### config.mk
export PLATFORM = sky130hd
export DESIGN_NAME = seq_pipe_add3_arb
export DESIGN_NICKNAME = d
export VERILOG_FILES = /design/src/rtl/seq_pipe_add3_arb.sv
export SDC_FILE = /design/constraint.sdc
export NUM_CORES = 1
export LEC_CHECK = 0
export CAP_MARGIN = 20
export CORE_ASPECT_RATIO = 0.5
export CORE_UTILIZATION = 40
export DETAILED_ROUTE_END_ITERATION = 8
export GPL_ROUTABILITY_DRIVEN = 1
export PLACE_DENSITY = 0.8
export SLEW_MARGIN = 20
export SYNTH_ARGS = -nofsm -noshare
export SYNTH_HDL_FRONTEND = slang
export SYNTH_SLANG_ARGS = --single-unit
### constraint.sdc
create_clock -name clk -period 2.7 [get_ports clk]
set_input_delay 0.675 -clock clk [delete_from_list [all_inputs] [get_ports clk]]
set_output_delay 0.675 -clock clk [all_outputs]
set_load 0.005 [all_outputs]
### src/rtl/seq_pipe_add3_arb.sv
// seq_pipe_add3_arb: two requesters share one two-stage pipelined 3-input adder.
// A round-robin arbiter picks one operand triple per cycle. A tag rides with
// each entry so the sum comes back on the port of the requester that issued it.
// A response that is not consumed stalls the whole pipeline.
//
// Ports:
//   clk, reset_n                   clock, asynchronous active-low reset
//   reqK_val/reqK_rdy              requester K handshake (rdy is combinational)
//   reqK_in0/in1/in2               requester K operands
//   respK_val/respK_rdy            response K handshake
//   resp_out                       stage-2 sum, shared by both response ports
//   out01                          stage-1 partial sum in0+in1 (debug)
//   busy                           either pipeline stage holds a valid entry
module seq_pipe_add3_arb #(
    parameter int unsigned nbits = 8
) (
    input  logic             clk,
    input  logic             reset_n,
    input  logic             req0_val,
    output logic             req0_rdy,
    input  logic [nbits-1:0] req0_in0,
    input  logic [nbits-1:0] req0_in1,
    input  logic [nbits-1:0] req0_in2,
    input  logic             req1_val,
    output logic             req1_rdy,
    input  logic [nbits-1:0] req1_in0,
    input  logic [nbits-1:0] req1_in1,
    input  logic [nbits-1:0] req1_in2,
    output logic             resp0_val,
    input  logic             resp0_rdy,
    output logic             resp1_val,
    input  logic             resp1_rdy,
    output logic [nbits-1:0] resp_out,
    output logic [nbits-1:0] out01,
    output logic             busy
);

    // Pipeline and arbitration state
    logic             s1_val;
    logic             s1_tag;
    logic [nbits-1:0] s1_sum01;
    logic [nbits-1:0] s1_in2;
    logic             s2_val;
    logic             s2_tag;
    logic [nbits-1:0] s2_sum;
    logic             prio;

    logic             stall_c;
    logic             en_c;
    logic             grant_c;
    logic             accept_c;
    logic [nbits-1:0] g_in0_c;
    logic [nbits-1:0] g_in1_c;
    logic [nbits-1:0] g_in2_c;

    // Stall, grant and operand selection
    always_comb begin
        stall_c  = s2_val & ~(s2_tag ? resp1_rdy : resp0_rdy);
        en_c     = ~stall_c;
        // With both valid the priority bit decides; otherwise the lone valid one wins.
        grant_c  = (req0_val & req1_val) ? prio : req1_val;
        accept_c = en_c & (req0_val | req1_val);
        g_in0_c  = grant_c ? req1_in0 : req0_in0;
        g_in1_c  = grant_c ? req1_in1 : req0_in1;
        g_in2_c  = grant_c ? req1_in2 : req0_in2;
    end

    // reset_n gating keeps both rdy low while reset is held
    assign req0_rdy = reset_n & en_c & ~grant_c & req0_val;
    assign req1_rdy = reset_n & en_c &  grant_c & req1_val;

    // Pipeline registers; a stall freezes both stages, bubbles included
    always_ff @(posedge clk or negedge reset_n) begin
        if (!reset_n) begin
            s1_val   <= 1'b0;
            s1_tag   <= 1'b0;
            s1_sum01 <= '0;
            s1_in2   <= '0;
            s2_val   <= 1'b0;
            s2_tag   <= 1'b0;
            s2_sum   <= '0;
            prio     <= 1'b0;
        end else if (en_c) begin
            s2_val <= s1_val;
            s2_tag <= s1_tag;
            s2_sum <= s1_sum01 + s1_in2;
            s1_val <= accept_c;
            if (accept_c) begin
                s1_tag   <= grant_c;
                s1_sum01 <= g_in0_c + g_in1_c;
                s1_in2   <= g_in2_c;
                prio     <= ~grant_c;
            end
        end
    end

    assign resp0_val = s2_val & ~s2_tag;
    assign resp1_val = s2_val &  s2_tag;
    assign resp_out  = s2_sum;
    assign out01     = s1_sum01;
    assign busy      = s1_val | s2_val;

endmodule

==> results of run 1 <==
[cells by family after synthesis]
logic type | after synthesis
adder cells (fa/ha/maj) | 16
AO/OA/AOI/OAI | 47
flip-flops | 29
AND/OR/NAND/NOR | 39
multiplexers | 21
XOR/XNOR | 14
buffers and inverters | 12
[metrics by stage]
| step | power (mW) | setup TNS (ns) | cell area, um^2 |
|---|---|---|---|
| 2_1_floorplan | 1.84 | 0 | 1900 |
| 3_3_place_gp | 2.47 | -2.86 | 2840 |
| 3_5_place_dp | 2.54 | -3.42 | 2840 |
| 4_1_cts | 2.97 | 0 | 3040 |
| 5_1_grt | 3.21 | -0.0191 | 3050 |
| 6_report | 2.99 | 0 | 3050 |
[where the power goes]
group          leakage [nW]  internal, mW  switching (mW)  total (mW)
Clock                0.0443         0.202           0.162       0.364
Combinational         0.969          1.02           0.749        1.77
Sequential            0.346         0.667           0.186       0.853
Total                  1.36          1.89            1.10        2.99
[registers in the layout, indices dropped and copies added, names as in the netlist]
| name | flops |
|---|---|
| out01 | 8 |
| resp_out | 8 |
| s1_in2 | 8 |
| prio | 1 |
| s1_tag | 1 |
| s1_val | 1 |
| s2_tag | 1 |
| s2_val | 1 |
[final cells by class]
cell class,count,area share
sequential,29,0.238
inverter,7,0.00862
tap,57,0.0234
clock buffer,7,0.0283
timing repair buffer,98,0.310
multi-input combinational,137,0.391
[final timing paths]
path	to	cells past startpoint
max in group asynchronous	s1_tag	2
worst max-delay path	req1_rdy	7
worst max register to register	out01[5]	9
worst min-delay path	s2_val	2
worst min register to register	s2_val	2
min in group asynchronous	s1_in2[0]	2
[Yosys cell counts, drive strengths merged]
cell type   n
a31oi       1
a21o        5
nor2b       3
o21ai      12
a221o       8
ha         14
o31ai       1
nor2        7
a21oi      14
clkbuf      1
buf         4
dfrtp      29
nand4       1
mux2i       2
inv         7
and2       10
a211oi      1
xor2        7
o21a        2
nand3       2
o22ai       1
and4        1
nand2b      1
xnor2       7
o21bai      1
mux2       19
o31a        1
or2         2
and3b       1
nand2      11
fa          2
[worst min-delay path, cell delays in order, from the launching register on]
cell and delay [ns]:
dfrtp_1 0.34, inv_1 0.05, nand2_1 0.05
[per-layer routing]
layer / GRT usage / vias up
li1: - / 835
met1: 0.259 / 818
met2: 0.393 / 38
met3: 0.0487 / 8
met4: 0.0760 / 0
met5: 0 / -
[timing repair]
| action | in CTS | in global routing |
|---|---|---|
| gates resized for setup | 20 | 3 |
| buffers inserted | 3 | 0 |
| setup endpoints to repair | 7 | 3 |
| pin swaps | 2 | 1 |
==> results.json, run 1 <==
{
  "area_growth_pct": 61.8,
  "path_class": "input port to output port",
  "drt-met1-wl_mm": 2.20,
  "fin_crit_ns": 2.63,
  "worstMarginPinSlew_ns": 0.664,
  "clkSinkCount": 29,
  "cts_tree": "built",
  "ctsHtreeMaxLevel": 2,
  "critPathBufInv": 2,
  "synth_compound_area_frac": 0.171,
  "drtIter0Drc": 68,
  "drc": 0,
  "skew_ns": 0.00276,
  "synth.avg_cell_area_um2": 10.6,
  "dp_hpwl_mm": 3.83,
  "power_density_nw_per_um2": 980,
  "cp.required_ns": 2.03,
  "multi_input_area_um2": 1190,
  "dr.pass1.iters": 5,
  "start_util": 0.422,
  "instances_no_fill": 335,
  "via_per_inst": 5.07,
  "synth_top_family_by_area": "compound AO/OA/AOI/OAI gates",
  "first_global_vias": 1752,
  "synth_top_area_cell": "dfrtp_1",
  "ant_nets": 0,
  "worst_path_largest_cell_delay_ns": 0.41,
  "arrival_ns": 1.95,
  "die-area_um2": 5010,
  "mostFrequentLayoutCell": "clkdlybuf4s50_1",
  "path_clk_slew_ns": 0.06,
  "postSynthCellCount": 178,
  "grt_remaining_overflow": 0,
  "synth-xor-area-share": 0.0651,
  "synth.distinct_cells": 38,
  "fin_crit_sh": 0.973,
  "num-fill-cells": 317,
  "cts_buffer_depth": 2,
  "regArea_um2": 726,
  "dp.cells": 325,
  "crit_chain": "clkdlybuf4s50_1 > mux2i_1 > nand2_2 > o21ai_4 > nor2_2 > and2_1 > dlygate4sd2_1",
  "status": "complete, no violations",
  "hold_viol": 0,
  "yosys.area_share.simple": 0.110,
  "grt_pass1_wl_mm": 8.19,
  "wl_mm": 5.07,
  "track_usage": 0.217,
  "yosysWarnings": 0,
  "crit_slowest_cell": "clkdlybuf4s50_1",
  "synth-adder-area-share": 0.114,
  "cp-startpoint": "resp0_rdy",
  "routedWlPerCell_um": 15.1,
  "wl_met2_mm": 2.61,
  "r2r_start": "prio",
  "timing.fmax_ghz": 0.381,
  "hold_buffers": 0,
  "setup_violations": 0,
  "synthMuxAreaShare": 0.124,
  "fin_ws_ns": 0.0721,
  "top_layer": "met4",
  "ys_top_cells_by_area": "dfrtp_1 (39%), mux2_2 (11%), ha_1 (9.3%)",
  "die_h_um": 50.5,
  "min_from": "s1_val",
  "antenna_cells": 0,
  "antenna_found_initial": 0,
  "maxCapViolations": 0,
  "pin_count": 75,
  "slew_violations": 0,
  "vdd_drop_max_uv": 342,
  "nNetsFinal": 348,
  "final_core_util": 0.683,
  "critical_path.endpoint_type": "output port",
  "rows": 17,
  "cts_buffers": 5,
  "dp_slack_ns": -0.524,
  "rrSetupSlack_ns": 0.33,
  "clock-root-buffer": "clkbuf_8",
  "setup.worst_path.start_class": "input port",
  "dr_total_vias": 1699,
  "synth_seq_cells": 29,
  "holdWs_ns": 0.471,
  "grt_max_degree": 28,
  "met3_length_um": 169,
  "final_cell_mix": "clkdlybuf4s50_1 (69), dfrtp_1 (29), buf_4 (20)",
  "gp_congestion": 0.799,
  "path_max_fanout": 3,
  "synth_top_area_frac": 0.385,
  "hp-class": "flop to flop",
  "final_layout_size_suffix_gt1_frac": 0.227,
  "synth.cell_area_um2": 1880,
  "max_slew_margin": 0.556,
  "synth_nets": 248,
  "clk_latency_ns": 0.29,
  "synth-seq-area-share": 0.385,
  "p_leak_nw": 1.36,
  "critical-path-top-delay-family": "buffers and inverters",
  "fp.coreArea_um2": 4470,
  "die_w_um": 99.1,
  "io_buffers": 74
}
Note: power is estimated with default switching activity, not from simulation.
==> run 2, diff against run 1 <==
--- a/config.mk
+++ b/config.mk
@@ -6,11 +6,11 @@
 export NUM_CORES = 1
 export LEC_CHECK = 0
 export CAP_MARGIN = 20
-export CORE_ASPECT_RATIO = 0.5
 export CORE_UTILIZATION = 40
 export DETAILED_ROUTE_END_ITERATION = 8
 export GPL_ROUTABILITY_DRIVEN = 1
-export PLACE_DENSITY = 0.8
+export PLACE_DENSITY = 0.75
+export SKIP_LAST_GASP = 1
 export SLEW_MARGIN = 20
 export SYNTH_ARGS = -nofsm -noshare
 export SYNTH_HDL_FRONTEND = slang
==> run 2 against run 1 <==
  * The flow now finishes with violations (DRC)
  * Die area down 0.33%
  * Highest routed layer unchanged
  * Total power down 3.2%
  * Sequential share of layout area up 0.38 points
  * Global-route usage down 2.6 points
  * Final cell count down 2.4%
  * Worst hold slack better by 0.0015 ns
  * Maximum frequency up 1.3%
  * Sequential power down 2%
  * Non-clock buffer count down 4
  * Routed wire length down 13%
==> results.json, run 2 (synthesis gave the netlist of run 1 again) <==
{
  "mostFrequentLayoutCell": "clkdlybuf4s50_1",
  "switchingPower_mw": 1.03,
  "setup_violations": 0,
  "worstHoldPathCells": 2,
  "critical-path-top-delay-family": "compound AO/OA/AOI/OAI gates",
  "routedWlPerCell_um": 13.4,
  "switching_share": 0.358,
  "met3_length_um": 226,
  "skew_ns": 0.00705,
  "dr_total_vias": 1662,
  "die_h_um": 70.6,
  "regArea_um2": 726,
  "arrival_ns": 2.76,
  "pwr-share-seq": 0.290,
  "gp_congestion": 0.795,
  "timing.fmax_ghz": 0.386,
  "crit_slowest_cell": "mux2_2",
  "power_frac_comb": 0.595,
  "top_layer": "met4",
  "pin_count": 75,
  "cts_tree": "built",
  "final_core_util": 0.675,
  "hold_buffers": 0,
  "die_w_um": 70.6,
  "final_layout_size_suffix_gt1_frac": 0.215,
  "clk_latency_ns": 0.28,
  "p_int_mw": 1.86,
  "wl_met2_mm": 2.24,
  "cts_buffers": 5,
  "area_growth_pct": 59.3,
  "path_clk_slew_ns": 0.06,
  "dr.pass1.iters": 6,
  "multi_input_area_um2": 1200,
  "worstMarginPinSlew_ns": 0.740,
  "rsz0062_at_grt": "yes",
  "first_global_vias": 1685,
  "slew_violations": 0,
  "path_class": "input port to flop",
  "via_per_inst": 5.08,
  "max_slew_margin": 0.506,
  "start_util": 0.424,
  "vdd_drop_max_uv": 333,
  "die-area_um2": 4990,
  "fin_crit_sh": 0.961,
  "drt-met1-wl_mm": 1.88,
  "power_density_nw_per_um2": 963,
  "dp_hpwl_mm": 3.27,
  "setup.worst_path.start_class": "input port",
  "cp.depth": 13,
  "drtIter0Drc": 54,
  "status": "finished with violations",
  "hp-class": "flop to flop",
  "reg2reg_depth": 11,
  "final_cell_mix": "clkdlybuf4s50_1 (69), dfrtp_1 (29), buf_4 (17)",
  "path_max_fanout": 3,
  "antenna_cells": 0,
  "ant_nets": 0,
  "rows": 24,
  "critPathBufInv": 4,
  "grt_max_degree": 28,
  "cp.required_ns": 2.86,
  "clkPwrFrac": 0.115,
  "wl_mm": 4.39,
  "p_leak_nw": 1.33,
  "drc": 6,
  "maxCapViolations": 0,
  "fp.coreArea_um2": 4440,
  "worst_path_largest_cell_delay_ns": 0.32,
  "track_usage": 0.192,
  "num-fill-cells": 384,
  "critical_path.endpoint_type": "flop",
  "io_buffers": 74,
  "grt_remaining_overflow": 0,
  "grt_pass1_wl_mm": 7.49,
  "antenna_found_initial": 0,
  "clkSinkCount": 29,
  "ctsHtreeMaxLevel": 2,
  "crit_chain": "dlygate4sd2_1 > inv_2 > o21ai_4 > buf_4 > mux2_2 > ha_1 > inv_1 > fa_1 > nor2b_2 > o31a_1 > o22ai_2 > xor2_1 > o21ai_1",
  "cts_buffer_depth": 2,
  "power_mw": 2.89,
  "hold_viol": 0,
  "nNetsFinal": 344,
  "fin_crit_ns": 2.59,
  "clock-root-buffer": "clkbuf_8",
  "violations": "DRC"
}
## run 2: tightest hold or removal path: cells and delay by family (launching register included)
kind,cells,cell delay [ns]
buf+inv,1,0.05
simple gates,1,0.05
flops,1,0.34
## run 2: path summary, 6_finish.rpt
kind / from / to / slack (ns)
min in group asynchronous: reset_n / s1_in2[7] / 0.80
min reg2reg: s1_val / s2_val / 0.47
min: s1_val / s2_val / 0.47
max: req0_val / out01[6] / 0.11
max in group asynchronous: reset_n / resp_out[7] / 1.67
max reg2reg: prio / out01[6] / 0.31
## run 2: power groups by stage
stage	clock network, mW	logic (mW)	registers [mW]
2_1_floorplan	0	1.02	0.816
3_3_place_gp	0	1.60	0.841
3_5_place_dp	0	1.64	0.846
4_1_cts	0.336	1.72	0.842
5_1_grt	0.356	1.91	0.871
6_report	0.331	1.72	0.840
## run 2: what timing repair did
| action | CTS | global route |
|---|---|---|
| gates resized for setup | 22 | 5 |
| setup buffers | 4 | 0 |
| cloned | 0 | 0 |
| endpoints found under the setup margin | 6 | 3 |
| pin swaps | 4 | 0 |
## run 2: stage by stage
| step | instances | worst slack, ns | TNS, ns | cell area [um^2] | hold WS (ns) |
|---|---|---|---|---|---|
| floorplan | 178 | 0.0161 | 0 | 1900 | 0.379 |
| global placement | 316 | -0.441 | -2.53 | 2790 | 0.440 |
| detailed placement | 316 | -0.478 | -2.75 | 2790 | 0.460 |
| CTS | 328 | 0.0481 | 0 | 3000 | 0.476 |
| global route | 327 | -0.0206 | -0.0206 | 3000 | 0.497 |
| finish | 327 | 0.106 | 0 | 3000 | 0.473 |
## run 2: cell type report
cell class	count	share of cell area
Inverter	7	0.00875
Multi-Input combinational cell	137	0.400
Tap cell	52	0.0217
Clock buffer	8	0.0267
Sequential cell	29	0.242
Timing Repair Buffer	94	0.301
## run 2: routing by layer
layer  vias to the layer above  global-route usage
li1                        828                   -
met1                       756               0.230
met2                        70               0.345
met3                         8              0.0328
met4                         0              0.0733
met5                         -                   0
